==> config.mk <==
export PLATFORM = sky130hd
export DESIGN_NAME = core_scheduler
export DESIGN_NICKNAME = d
export VERILOG_FILES = /design/src/rtl/core_scheduler.sv
export SDC_FILE = /design/constraint.sdc
export NUM_CORES = 1
export LEC_CHECK = 0
export CAP_MARGIN = 20
export CORE_MARGIN = 4
export CORE_UTILIZATION = 59
export CTS_CLUSTER_SIZE = 14
export DETAILED_ROUTE_END_ITERATION = 10
export GPL_ROUTABILITY_DRIVEN = 0
export PLACE_DENSITY_LB_ADDON = 0.3
export RECOVER_POWER = 100
export SETUP_SLACK_MARGIN = 0.4
export SYNTH_ARGS = -nofsm -noshare
export SYNTH_HDL_FRONTEND = slang
export SYNTH_SLANG_ARGS = --single-unit
==> constraint.sdc <==
create_clock -name clk -period 17.8 [get_ports clk]
set_clock_uncertainty 0.05 [all_clocks]
set_input_delay 2.67 -clock clk [delete_from_list [all_inputs] [get_ports clk]]
set_output_delay 2.67 -clock clk [all_outputs]
set_load 0.1 [all_outputs]
==> src/rtl/core_scheduler.sv <==
// core_scheduler: central work scheduler for the processor array.
// Holds a 16-entry kernel start-PC table and a FIFO of queue numbers.
// Per-core pending slots feed the FIFO. Waiting cores are handed
// table[head] one at a time in round-robin order.
module core_scheduler #(
    parameter int NUM_CORES  = 4,
    parameter int FIFO_DEPTH = 8,
    parameter int PC_W       = 16
) (
    input  logic                          clk,
    input  logic                          rst,
    input  logic [NUM_CORES-1:0]          core_req,
    input  logic [NUM_CORES-1:0]          core_queue_wen,
    input  logic [4*NUM_CORES-1:0]        core_queue_number,
    input  logic                          tbl_wen,
    input  logic [3:0]                    tbl_waddr,
    input  logic [PC_W-1:0]               tbl_wval,
    input  logic                          start,
    output logic [PC_W*NUM_CORES-1:0]     core_new_pc,
    output logic [2*NUM_CORES-1:0]        core_idle,
    output logic [$clog2(FIFO_DEPTH):0]   fifo_count,
    output logic                          done,
    output logic                          overflow
);

    localparam int CW   = (NUM_CORES > 1) ? $clog2(NUM_CORES) : 1;
    localparam int PW   = $clog2(FIFO_DEPTH);
    localparam int CNTW = PW + 1;

    // Encodings double as the core_idle code driven to each core
    typedef enum logic [1:0] {
        ST_RUN  = 2'd0,
        ST_WAIT = 2'd1,
        ST_HALT = 2'd2
    } core_state_e;

    core_state_e           state_q [NUM_CORES];
    core_state_e           state_d [NUM_CORES];
    logic [PC_W-1:0]       pc_q [NUM_CORES];
    logic [PC_W-1:0]       pc_d [NUM_CORES];
    logic [PC_W-1:0]       table_q [16];
    logic [PC_W-1:0]       table_d [16];
    logic [3:0]            fifo_q [FIFO_DEPTH];
    logic [3:0]            fifo_d [FIFO_DEPTH];
    logic [PW-1:0]         wr_ptr_q, wr_ptr_d;
    logic [PW-1:0]         rd_ptr_q, rd_ptr_d;
    logic [CNTW-1:0]       count_q, count_d;
    logic [NUM_CORES-1:0]  slot_valid_q, slot_valid_d;
    logic [3:0]            slot_num_q [NUM_CORES];
    logic [3:0]            slot_num_d [NUM_CORES];
    logic [CW-1:0]         rr_disp_q, rr_disp_d;
    logic [CW-1:0]         rr_push_q, rr_push_d;
    logic                  started_q, started_d;
    logic                  done_q, done_d;
    logic                  overflow_q, overflow_d;

    logic                  fifo_empty, fifo_full;
    logic [3:0]            head_num;
    logic [PC_W-1:0]       head_pc;
    logic [NUM_CORES-1:0]  wait_vec;
    logic [CW:0]           grant_pick, drain_pick;
    logic                  grant_valid, drain_valid;
    logic [CW-1:0]         grant_idx, drain_idx;
    logic [NUM_CORES-1:0]  grant, drain, drop;
    logic                  push_en;
    logic [3:0]            push_num;
    logic                  halt_cond;

    // First requester at or after ptr, wrapping; returns {found, index}
    function automatic logic [CW:0] rr_pick(input logic [NUM_CORES-1:0] req,
                                            input logic [CW-1:0] ptr);
        logic [CW:0]   res;
        logic [CW-1:0] idx;
        res = '0;
        for (int k = 0; k < NUM_CORES; k++) begin
            idx = CW'((int'(ptr) + k) % NUM_CORES);
            if (!res[CW] && req[idx]) begin
                res = {1'b1, idx};
            end
        end
        return res;
    endfunction

    function automatic logic [CW-1:0] next_idx(input logic [CW-1:0] i);
        return (i == CW'(NUM_CORES - 1)) ? '0 : i + 1'b1;
    endfunction

    // State register: every flop, cleared by asynchronous reset
    always_ff @(posedge clk or posedge rst) begin
        if (rst) begin
            for (int i = 0; i < NUM_CORES; i++) begin
                state_q[i]    <= ST_WAIT;
                pc_q[i]       <= '0;
                slot_num_q[i] <= '0;
            end
            for (int j = 0; j < 16; j++) begin
                table_q[j] <= '0;
            end
            for (int j = 0; j < FIFO_DEPTH; j++) begin
                fifo_q[j] <= '0;
            end
            wr_ptr_q     <= '0;
            rd_ptr_q     <= '0;
            count_q      <= '0;
            slot_valid_q <= '0;
            rr_disp_q    <= '0;
            rr_push_q    <= '0;
            started_q    <= 1'b0;
            done_q       <= 1'b0;
            overflow_q   <= 1'b0;
        end else begin
            for (int i = 0; i < NUM_CORES; i++) begin
                state_q[i]    <= state_d[i];
                pc_q[i]       <= pc_d[i];
                slot_num_q[i] <= slot_num_d[i];
            end
            for (int j = 0; j < 16; j++) begin
                table_q[j] <= table_d[j];
            end
            for (int j = 0; j < FIFO_DEPTH; j++) begin
                fifo_q[j] <= fifo_d[j];
            end
            wr_ptr_q     <= wr_ptr_d;
            rd_ptr_q     <= rd_ptr_d;
            count_q      <= count_d;
            slot_valid_q <= slot_valid_d;
            rr_disp_q    <= rr_disp_d;
            rr_push_q    <= rr_push_d;
            started_q    <= started_d;
            done_q       <= done_d;
            overflow_q   <= overflow_d;
        end
    end

    // Arbitration: one dispatch grant and one slot drain per cycle, start owns the write port
    always_comb begin
        fifo_empty = (count_q == '0);
        fifo_full  = (count_q == CNTW'(FIFO_DEPTH));
        head_num   = fifo_q[rd_ptr_q];
        head_pc    = table_q[head_num];
        for (int i = 0; i < NUM_CORES; i++) begin
            wait_vec[i] = (state_q[i] == ST_WAIT);
        end
        grant_pick  = rr_pick(fifo_empty ? '0 : wait_vec, rr_disp_q);
        grant_valid = grant_pick[CW];
        grant_idx   = grant_pick[CW-1:0];
        grant       = '0;
        if (grant_valid) begin
            grant[grant_idx] = 1'b1;
        end
        drain_pick  = rr_pick((fifo_full || start) ? '0 : slot_valid_q, rr_push_q);
        drain_valid = drain_pick[CW];
        drain_idx   = drain_pick[CW-1:0];
        drain       = '0;
        if (drain_valid) begin
            drain[drain_idx] = 1'b1;
        end
        push_en   = start ? !fifo_full : drain_valid;
        push_num  = start ? 4'd0 : slot_num_q[drain_idx];
        halt_cond = started_q && (&wait_vec) && fifo_empty && !(|slot_valid_q)
                    && !start && !(|core_queue_wen);
    end

    // FIFO and kernel table next state; the table write lands after this cycle's lookup
    always_comb begin
        for (int j = 0; j < FIFO_DEPTH; j++) begin
            fifo_d[j] = fifo_q[j];
        end
        for (int j = 0; j < 16; j++) begin
            table_d[j] = table_q[j];
        end
        wr_ptr_d = wr_ptr_q;
        rd_ptr_d = rd_ptr_q;
        if (push_en) begin
            fifo_d[wr_ptr_q] = push_num;
            wr_ptr_d         = wr_ptr_q + 1'b1;
        end
        if (grant_valid) begin
            rd_ptr_d = rd_ptr_q + 1'b1;
        end
        count_d = count_q + {{(CNTW-1){1'b0}}, push_en} - {{(CNTW-1){1'b0}}, grant_valid};
        if (tbl_wen) begin
            table_d[tbl_waddr] = tbl_wval;
        end
    end

    // Pending slots: a push into a slot that stays occupied is lost and flagged
    always_comb begin
        drop = '0;
        for (int i = 0; i < NUM_CORES; i++) begin
            slot_valid_d[i] = slot_valid_q[i] & ~drain[i];
            slot_num_d[i]   = slot_num_q[i];
            if (core_queue_wen[i]) begin
                if (slot_valid_q[i] && !drain[i]) begin
                    drop[i] = 1'b1;
                end else begin
                    slot_valid_d[i] = 1'b1;
                    slot_num_d[i]   = core_queue_number[4*i +: 4];
                end
            end
        end
        rr_push_d  = drain_valid ? next_idx(drain_idx) : rr_push_q;
        overflow_d = overflow_q | (start & fifo_full) | (|drop);
    end

    // Per-core FSM next state plus the global started/done/rr_disp bookkeeping
    always_comb begin
        for (int i = 0; i < NUM_CORES; i++) begin
            state_d[i] = state_q[i];
            pc_d[i]    = pc_q[i];
            case (state_q[i])
                ST_RUN: begin
                    if (core_req[i]) begin
                        state_d[i] = ST_WAIT;
                    end
                end
                ST_WAIT: begin
                    if (grant[i]) begin
                        state_d[i] = ST_RUN;
                        pc_d[i]    = head_pc;
                    end else if (halt_cond) begin
                        state_d[i] = ST_HALT;
                    end
                end
                ST_HALT: begin
                    if (!fifo_empty || start) begin
                        state_d[i] = ST_WAIT;
                    end
                end
                default: state_d[i] = ST_WAIT;
            endcase
        end
        rr_disp_d = grant_valid ? next_idx(grant_idx) : rr_disp_q;
        started_d = started_q | start;
        if (start) begin
            done_d = 1'b0;
        end else if (halt_cond) begin
            done_d = 1'b1;
        end else begin
            done_d = done_q;
        end
    end

    // Outputs straight from registered state
    always_comb begin
        for (int i = 0; i < NUM_CORES; i++) begin
            core_idle[2*i +: 2]      = state_q[i];
            core_new_pc[PC_W*i +: PC_W] = pc_q[i];
        end
        fifo_count = count_q;
        done       = done_q;
        overflow   = overflow_q;
    end

endmodule

==> results.cfg <==
[min_path]
hp-class = reg2reg
hold_end = started_q
hold_start = started_q
hold_depth = 1

[sta]
rsz0062_at_grt = false
setup_viol = 0
final_max_slew_viol_count = 346
min_period_ns = 10.70
setup_tns_ns = 0
max_freq_mhz = 93.5
maxSlewHeadroom = -5.14
hold_viol_final = 0
min_period_over_period = 0.601
worst_slew_pin_slew_ns = 9.20

[floorplan]
core_area_um2 = 30900
num_rows = 64
die_w_um = 186
ios = 126
die_h_um = 186
die_area_um2 = 34600
initial_core_util = 0.605

[setup_path]
crit_path_end_kind = flip-flop
r2r_slack_ns = 7.10
crit_fanout = 122
cp_top_family = buffers and inverters
r2r-start = rd_ptr_q[0]
ff2ff_path_depth = 7
cp.buffers_inverters = 1
critical_path_required_ns = 18.17
worstSetupPathType = reg2reg
start_kind = flip-flop
slowest_delay_ns = 6.24
cp_slowest_cell = clkbuf_1
r2r_end = core_new_pc[8]
worstPathArrival_ns = 11.07
path_cells = mux4_2, mux2i_4, clkbuf_1, mux2i_1, a21oi_1, a32oi_1, o21ai_0

[final_layout]
diodes = 0
area.growth.synth_to_final_pct = 14.7
drive_gt1_frac = 0.281
nets = 1590

[synth]
synth.avg_cell_area_um2 = 13.1
synth_area_um2 = 18700
ys_seq_area_frac = 0.532
synthesis.nets = 1491
yosysUniqueCellTypes = 66
synth_top_area_share = 0.526
ys.flop_type = dfrtp_1
synth_area_leader_cell = dfrtp_1
ys_ff_latch = 397
synth_commonest_cells = 393 x dfrtp_1, 318 x mux2_2, 138 x mux2i_1, 65 x a21oi_1, 61 x clkbuf_1
synth_edf_count = 0
synth_cells = 1426
synth.area.top_cells = dfrtp_1 53%, mux2_2 19%, mux2i_1 7.4%, a32oi_1 1.9%, a21oi_1 1.7%
synth.most_common_cell = dfrtp_1
postSynth.asyncResetShare = 1.00
yosysWarnings = 0

[clock_tree]
cts_root_buf = clkbuf_16
post_cts_resized = 0
ctsHoldBuffers = 0
clk_pin_slew_ns = 0.06
cts_sinks = 397
postCtsSetupRepairBufs = 0
cts_buffers = 42
cts_tree = yes
insertion_delay_ns = 0.53
h-tree-depth = 2
cts_buffer_depth = 3

[grt]
first_global_vias = 12375
grt_pass1_wl_mm = 69.0
grt_max_degree = 189
grt.total_usage = 0.253
antenna_found_initial = 0
grt_overflow = 0

[detailed_routing]
drc = 0
wl_mm = 43.6
wl_per_cell_um = 22.3
ant_nets = 0
via_per_inst = 6.36
dr.pass1.iters = 5
drt_iter0_markers = 1140
vias = 12425

[run_status]
violations = max-capacitance violations, max-slew violations
status = complete, but fails checks

[placement]
dpl.hpwl_mm = 28.0
io_buffers = 125

[flow_run]
cap_violations = 4
## metrics by stage
step	hold WS [ns]	cell area [um2]	utilization	setup slack, ns	std cells
6_report	0.426	21400	0.694	7.10	1953
2_1_floorplan	0.387	18700	-	4.05	1426
4_1_cts	0.426	21500	0.696	12.49	1950
5_1_grt	0.454	21400	0.694	6.39	1953
3_5_place_dp	0.406	20100	0.651	11.96	1874
3_3_place_gp	0.407	20100	0.651	12.08	1874
## worst register-to-register path, cell delays in order, from the launching register on
cell and delay (ns):
dfrtp_1 0.83, mux4_2 0.63, mux2i_4 0.15, clkbuf_1 6.24, mux2i_1 1.86, a21oi_1 0.56
a32oi_1 0.14, o21ai_0 0.12
## layout by cell type, fill, tap and decap left out, drive strengths merged, types with 5 or more instances in the layout
master / instances
nor2b: 6
nor4b: 5
buf: 6
clkbuf: 81
mux2i: 141
a32oi: 40
a21oi: 65
o22ai: 6
a211oi: 9
mux2: 320
clkinv: 5
nor2: 65
mux4: 12
nand2: 32
a221oi: 16
nor4: 6
nand2b: 14
inv: 25
clkdlybuf4s50: 42
dlygate4sd3: 83
o21ai: 65
and2: 5
nand3: 7
dfrtp: 393
ha: 16
a22oi: 10
a31oi: 24
## cells by family after synthesis
group                      Yosys count  synth area share
and+or+nand+nor                    167            0.0456
DFF                                397             0.532
xor gates and xnor gates             6           0.00281
adders and majority gates           17            0.0118
buffers and inverters              114            0.0298
muxes                              473             0.285
AOI/OAI and AO/OA                  252            0.0931
## routing by layer
layer  vias up  global-route usage  routed length [um]
met5         -                   0                   0
met4         0              0.0597                 882
met3        66              0.0362                2530
met2       408               0.399               20300
met1      6472               0.377               19900
li1       5479                   -                   -
## registers in the layout, indices dropped and copies added, names as in the netlist
signal	cells
core_idle	8
core_new_pc	64
done	1
fifo_count	4
fifo_q	32
overflow	1
rd_ptr_q	3
rr_disp_q	2
rr_push_q	2
slot_num_q	16
slot_valid_q	4
started_q	1
table_q	256
wr_ptr_q	3
## layout make-up
type,instances,area [um2]
clock buffer,68,1290
clock inverter,8,75.1
fill,2139,9470
inverter,25,95.1
multi-input combinational,915,8170
sequential,397,9940
tap,396,495
timing repair buffer,144,1380
## worst max path at each step
| stage | cells after the start | slack (ns) | startpoint | endpoint |
|---|---|---|---|---|
| 2_1_floorplan | 1 | 4.05 | rst | core_idle[1] |
| 3_3_place_gp | 9 | 12.08 | start | slot_num_q[6] |
| 3_5_place_dp | 9 | 11.96 | start | slot_num_q[7] |
| 4_1_cts | 9 | 12.49 | start | slot_num_q[7] |
| 5_1_grt | 3 | 6.39 | rst | table_q[226] |
| 6_report | 7 | 7.10 | rd_ptr_q[0] | core_new_pc[8] |
Power is not shown: default switching activity piles up to over one toggle a cycle in this logic, so the estimate is an artifact.
